[src/rtl/bcd_convert_seq_if.sv]
// Start/done handshake bundle between the binary counter and the BCD converter.
// The master side launches conversions; the slave side is the converter itself.
interface bcd_convert_seq_if #(
  parameter int WIDTH  = 10,
  parameter int DIGITS = 3
) ();
  logic                  start;
  logic [WIDTH-1:0]      bin_in;
  logic                  busy;
  logic                  done;
  logic [4*DIGITS-1:0]   bcd_out;
  logic [DIGITS-1:0]     blank_mask;
  logic                  overflow;

  modport master (
    output start, bin_in,
    input  busy, done, bcd_out, blank_mask, overflow
  );

  modport slave (
    input  start, bin_in,
    output busy, done, bcd_out, blank_mask, overflow
  );
endinterface

[src/rtl/bcd_convert_seq.sv]
// Sequential binary-to-BCD converter (shift-and-add-3, one input bit per clock)
// producing packed BCD digits, a leading-zero blank mask and an overflow flag.
module bcd_convert_seq #(
  parameter int WIDTH  = 10,
  parameter int DIGITS = 3
) (
  input  logic             clk,
  input  logic             reset,
  bcd_convert_seq_if.slave bus
);

  localparam int SW    = 4 * DIGITS;
  localparam int CNT_W = $clog2(WIDTH + 1);

  function automatic logic [31:0] max_val_f(input int d);
    logic [31:0] p;
    p = 32'd1;
    for (int i = 0; i < d; i++) p = p * 32'd10;
    return p - 32'd1;
  endfunction

  localparam logic [31:0] MAX_VAL = max_val_f(DIGITS);

  function automatic logic [SW-1:0] add3_digits(input logic [SW-1:0] s);
    logic [SW-1:0] r;
    r = s;
    for (int i = 0; i < DIGITS; i++)
      if (s[4*i +: 4] >= 4'd5) r[4*i +: 4] = s[4*i +: 4] + 4'd3;
    return r;
  endfunction

  function automatic logic [SW-1:0] saturate(input logic [SW-1:0] s, input logic ovf);
    if (ovf) return {DIGITS{4'd9}};
    return s;
  endfunction

  // Bit i is set when digit i and every digit above it are zero; units never blank.
  function automatic logic [DIGITS-1:0] blank_mask_f(input logic [SW-1:0] s);
    logic [DIGITS-1:0] m;
    logic              all_zero;
    m        = '0;
    all_zero = 1'b1;
    for (int i = DIGITS - 1; i >= 1; i--) begin
      all_zero = all_zero & (s[4*i +: 4] == 4'd0);
      m[i]     = all_zero;
    end
    return m;
  endfunction

  typedef enum logic {IDLE, SHIFT} state_t;

  state_t            state_q, state_d;
  logic [WIDTH-1:0]  shift_q, shift_d;
  logic [SW-1:0]     scratch_q, scratch_d;
  logic [CNT_W-1:0]  cnt_q, cnt_d;
  logic              ovf_next_q, ovf_next_d;
  logic [SW-1:0]     bcd_q, bcd_d;
  logic [DIGITS-1:0] blank_q, blank_d;
  logic              ovf_q, ovf_d;
  logic              done_q, done_d;

  logic [SW-1:0]     scratch_adj;
  logic [SW-1:0]     scratch_sh;
  logic [SW-1:0]     bcd_sat;

  assign scratch_adj = add3_digits(scratch_q);
  assign scratch_sh  = {scratch_adj[SW-2:0], shift_q[WIDTH-1]};
  assign bcd_sat     = saturate(scratch_sh, ovf_next_q);

  always_comb begin
    state_d    = state_q;
    shift_d    = shift_q;
    scratch_d  = scratch_q;
    cnt_d      = cnt_q;
    ovf_next_d = ovf_next_q;
    bcd_d      = bcd_q;
    blank_d    = blank_q;
    ovf_d      = ovf_q;
    done_d     = 1'b0;
    case (state_q)
      IDLE: begin
        if (bus.start) begin
          shift_d    = bus.bin_in;
          scratch_d  = '0;
          cnt_d      = CNT_W'(WIDTH);
          ovf_next_d = ({{(32-WIDTH){1'b0}}, bus.bin_in} > MAX_VAL);
          state_d    = SHIFT;
        end
      end
      SHIFT: begin
        scratch_d = scratch_sh;
        shift_d   = {shift_q[WIDTH-2:0], 1'b0};
        cnt_d     = cnt_q - CNT_W'(1);
        if (cnt_q == CNT_W'(1)) begin
          state_d = IDLE;
          done_d  = 1'b1;
          bcd_d   = bcd_sat;
          blank_d = blank_mask_f(bcd_sat);
          ovf_d   = ovf_next_q;
        end
      end
      default: state_d = IDLE;
    endcase
  end

  always_ff @(posedge clk) begin
    if (reset) begin
      state_q <= IDLE;
      done_q  <= 1'b0;
      bcd_q   <= '0;
      blank_q <= blank_mask_f('0);
      ovf_q   <= 1'b0;
    end else begin
      state_q <= state_d;
      done_q  <= done_d;
      bcd_q   <= bcd_d;
      blank_q <= blank_d;
      ovf_q   <= ovf_d;
    end
  end

  // Conversion scratch state only matters while in SHIFT, so it carries no reset.
  always_ff @(posedge clk) begin
    shift_q    <= shift_d;
    scratch_q  <= scratch_d;
    cnt_q      <= cnt_d;
    ovf_next_q <= ovf_next_d;
  end

  assign bus.busy       = (state_q == SHIFT);
  assign bus.done       = done_q;
  assign bus.bcd_out    = bcd_q;
  assign bus.blank_mask = blank_q;
  assign bus.overflow   = ovf_q;

endmodule

[src/flat_wrapper.sv]
// flat-port wrapper written by rule: the top's interface ports become plain ports
module bcd_convert_seq_flat 
#(
  parameter int WIDTH  = 10,
  parameter int DIGITS = 3
)
  (clk, reset, bus_start, bus_bin_in, bus_busy, bus_done, bus_bcd_out, bus_blank_mask, bus_overflow);
  bcd_convert_seq_if #(.WIDTH(WIDTH), .DIGITS(DIGITS)) bus_i ();
  input  logic clk;
  input  logic reset;
  input wire logic [$bits(bus_i.start)-1:0] bus_start;
  input wire logic [$bits(bus_i.bin_in)-1:0] bus_bin_in;
  output wire logic [$bits(bus_i.busy)-1:0] bus_busy;
  output wire logic [$bits(bus_i.done)-1:0] bus_done;
  output wire logic [$bits(bus_i.bcd_out)-1:0] bus_bcd_out;
  output wire logic [$bits(bus_i.blank_mask)-1:0] bus_blank_mask;
  output wire logic [$bits(bus_i.overflow)-1:0] bus_overflow;
  assign bus_i.start = bus_start;
  assign bus_i.bin_in = bus_bin_in;
  assign bus_busy = bus_i.busy;
  assign bus_done = bus_i.done;
  assign bus_bcd_out = bus_i.bcd_out;
  assign bus_blank_mask = bus_i.blank_mask;
  assign bus_overflow = bus_i.overflow;
  bcd_convert_seq #(.WIDTH(WIDTH), .DIGITS(DIGITS)) u_core (.clk(clk), .reset(reset), .bus(bus_i));
endmodule
[config.mk]
export PLATFORM = sky130hd
export DESIGN_NAME = bcd_convert_seq_flat
export DESIGN_NICKNAME = d
export VERILOG_FILES = /design/src/rtl/bcd_convert_seq_if.sv /design/src/rtl/bcd_convert_seq.sv /design/src/flat_wrapper.sv
export SDC_FILE = /design/constraint.sdc
export NUM_CORES = 1
export LEC_CHECK = 0
export BUFFER_PORTS_ARGS = -buffer_cell sky130_fd_sc_hd__buf_4
export CORE_ASPECT_RATIO = 0.8
export CORE_UTILIZATION = 50
export CTS_CLUSTER_DIAMETER = 80
export DETAILED_ROUTE_END_ITERATION = 6
export HOLD_SLACK_MARGIN = 0.05
export PLACE_DENSITY = 0.83
export SKIP_LAST_GASP = 1
export SLEW_MARGIN = 25
export SYNTH_ARGS = -nofsm -noshare
export SYNTH_HDL_FRONTEND = slang
export SYNTH_SLANG_ARGS = --single-unit
[constraint.sdc]
create_clock -name clk -period 1.59 [get_ports clk]
set_input_delay 0.318 -clock clk [delete_from_list [all_inputs] [get_ports clk]]
set_output_delay 0.318 -clock clk [all_outputs]
set_load 0.005 [all_outputs]
==> results.md <==
- Starting Density: 53.28%
- Slew Limit Fails: 0
- First-pass GRT wire length: 6141 um
- Largest net degree at the start of global routing: 18
- Worst R2R Path Depth: 6
- Routed WL: 3889 um
- Clock Skews: 6.380 ps
- Port bufs: 29
- Overall Power: 2.870 mW
- Crit end category: register
- Final GP Congestion: 0.8911
- Starting DRT DRC Count: 93
- Hold Vio Cnt, Final: 0
- Pleak: 1.053 nW
- Crit path launch: u_core.scratch_q[0]
- Die Height: 59.32 um
- Global routing usage summed across all routing layers: 19.52%
- Synthesized net count: 196
- Crit path DAT: 1590 ps
- Layout Nets: 238
- Core Area: 0.003854 mm^2
- Worst-skew pair later-pin latency: 300 ps
- Synth Warn #: 0
- Hold path cells: 2
- Diode count: 0
- Area leader, netlist: edfxtp_1
- Max_cap viols: 0
- Routed Antenna Nets: 0
- Grt ovf: 0
- Quantity of hold-fixing buffers added after cts: 0
- DIE AREA: 0.004368 mm^2
- Via/cell ratio: 5.136
- Vias in the first global route: 1349
- Maximum clock path buffer count: 2
- Final instance area: 0.002685 mm^2
- Syn_area_per_cell: 11.73 um^2
- Synth async-reset ratio: 0%
- Die extent in x: 73.65 um
- Main area contributors after synthesis: edfxtp_1, dfxtp_1, mux2_2, ha_1, nor2_1
- Post-synth EDFFs: 27
- Via Count: 1402
- Initial antenna violation count: 0
- Fillers: 262
- Drt wl/cell: 14.25 um
- Peak VDD IR: 0.5525 mV
- Site Rows: 20
- CTS tree: built
- Final setup violation count: 0
- DRT Pass-1 Iters: 5
- Kind of critical path: reg -> reg
- Placed Area: 0.002400 mm^2
- Max Freq: 650.7 MHz
- Layout cells sized above 1: 40.37%
- Run status: finished clean
- Most used DFF post-synth: edfxtp_1
- CTS Buf Count: 5
- H-tree Lvls: 2
- PwrDens: 1069 mW/mm^2
- Yosys cell types: 32
- Critical Path RT: 1640 ps
- Root Buffer: clkbuf_8
- CTS clk-pin slew, worst paths: 90 ps
- Yosys reg bits: 44
- Reg-to-Reg Start: u_core.scratch_q[0]
- Mapped cell area: 0.002053 mm^2
- Clk sinks: 44
- Unrepaired setup endpoints after global routing: yes
- DRC: 0
- Synth Instances: 175
- Area Overhead vs Synth: 30.77%
- Top-area cell type share of the netlist area: 39.49%
- Hold Crit Class: in -> reg
- Register area share after synthesis: 56.06%
- Final min period: 1537 ps
- IO Count: 31
- Startpoint types: register
- Detail Placement HPWL: 2722 um
- Worst hold start: bus_bin_in[0]
- Critical Path Fanout Max: 3
- Part of the cycle the worst path needs: 96.65%
state kept, by name (all words and copies together), names as in the netlist:
register and cells:
u_core.bus.busy 1, u_core.scratch_q 12, u_core.cnt_q 4, u_core.bus.blank_mask 2, u_core.ovf_next_q 1, u_core.bus.bcd_out 12, u_core.shift_q 10, u_core.bus.done 1
u_core.bus.overflow 1
report_power, final:
| group | internal (mW) | total, mW | switching (mW) |
|---|---|---|---|
| Combinational | 0.239 | 0.460 | 0.221 |
| Clock | 0.659 | 1.04 | 0.385 |
| Sequential | 1.30 | 1.37 | 0.0623 |
| Total | 2.20 | 2.87 | 0.668 |
synthesized netlist by cell type, types with 2 or more instances:
cell type,count
dfxtp_1,17
edfxtp_1,27
nor2_1,15
nand2_1,9
o21ai_0,2
a22oi_1,6
a211oi_1,5
and2_1,8
xnor2_1,4
nor3_1,5
a21oi_1,8
buf_2,4
nand2b_1,3
nor3b_1,5
nor2b_1,8
inv_1,9
mux2_2,9
clkbuf_1,3
mux2i_1,5
a21oi_2,3
o21ai_1,2
ha_1,8
worst max-delay path, stage by stage (launching register included):
cell and delay (ps):
edfxtp_1 440, ha_1 220, nand2b_4 140, nor3b_2 150
a21oi_1 140, buf_4 160, nor2b_1 50
cells by family after synthesis:
kind of cell,count (synthesis),synth area share (%)
and+or+nand+nor,60,17.61
DFF,44,56.06
AOI/OAI and AO/OA,26,8.227
buffers and inverters,17,3.534
muxes,14,7.374
adders and majority gates,8,4.875
xor gates and xnor gates,5,2.133
other,1,0.1826
worst paths after layout:
check | endpoint | slack, ps
setup / recovery | u_core.scratch_q[4] | 50
setup reg to reg | u_core.scratch_q[4] | 50
hold / removal | u_core.shift_q[0] | 310
hold reg to reg | u_core.bus.overflow | 470
per-stage QoR:
| step | setup TNS, ps | std cells | setup WS (ps) | util (%) | hold slack, ps |
|---|---|---|---|---|---|
| 6_report | 0 | 273 | 53.27 | 69.68 | 313.3 |
| 3_3_place_gp | 0 | 261 | 34.99 | 62.27 | 448.5 |
| 2_1_floorplan | 0 | 175 | 28.34 | - | 452.7 |
| 3_5_place_dp | -54.98 | 261 | -22.08 | 62.27 | 465.3 |
| 4_1_cts | -1.180 | 270 | -1.180 | 66.49 | 311.6 |
| 5_1_grt | -47.13 | 273 | -32.98 | 69.68 | 306.5 |
per-layer routing:
metal  up-vias  GRT usage, %  wire, um  part of all wire, %
met2        21         30.14      1974                   51
met3         2         7.143       135                  3.5
li1        697             -         -                    -
met4         0         7.143        18                 0.46
met1       682         25.27      1760                   45
met5         -             0         0                    0
cell usage in the layout (no fill, tap or decap), types with 5 or more instances in the layout:
master	instances
inv_2	5
edfxtp_1	27
and2_1	8
a22oi_1	6
nand2_1	9
clkbuf_8	5
dfxtp_1	17
buf_4	42
nor2b_1	8
nor2_1	14
a21oi_1	7
mux2_2	9
nor3_1	5
timing repair:
| action | CTS | global route |
|---|---|---|
| buffers inserted | 1 | 3 |
| endpoints found under the setup margin | 6 | 19 |
| pin swaps | 1 | 6 |
| resized for setup | 2 | 23 |
area by class of cell:
cell class | instances | area [um^2] | share of cell area, %
clock buffer | 7 | 118.9 | 4.427
clock inverter | 1 | 30.03 | 1.118
inverter | 9 | 37.54 | 1.398
multi-input combinational | 114 | 943.4 | 35.14
sequential | 44 | 1151 | 42.87
tap | 55 | 68.82 | 2.563
timing repair buffer | 43 | 335.3 | 12.49
Power figures use the tool's default switching activity.
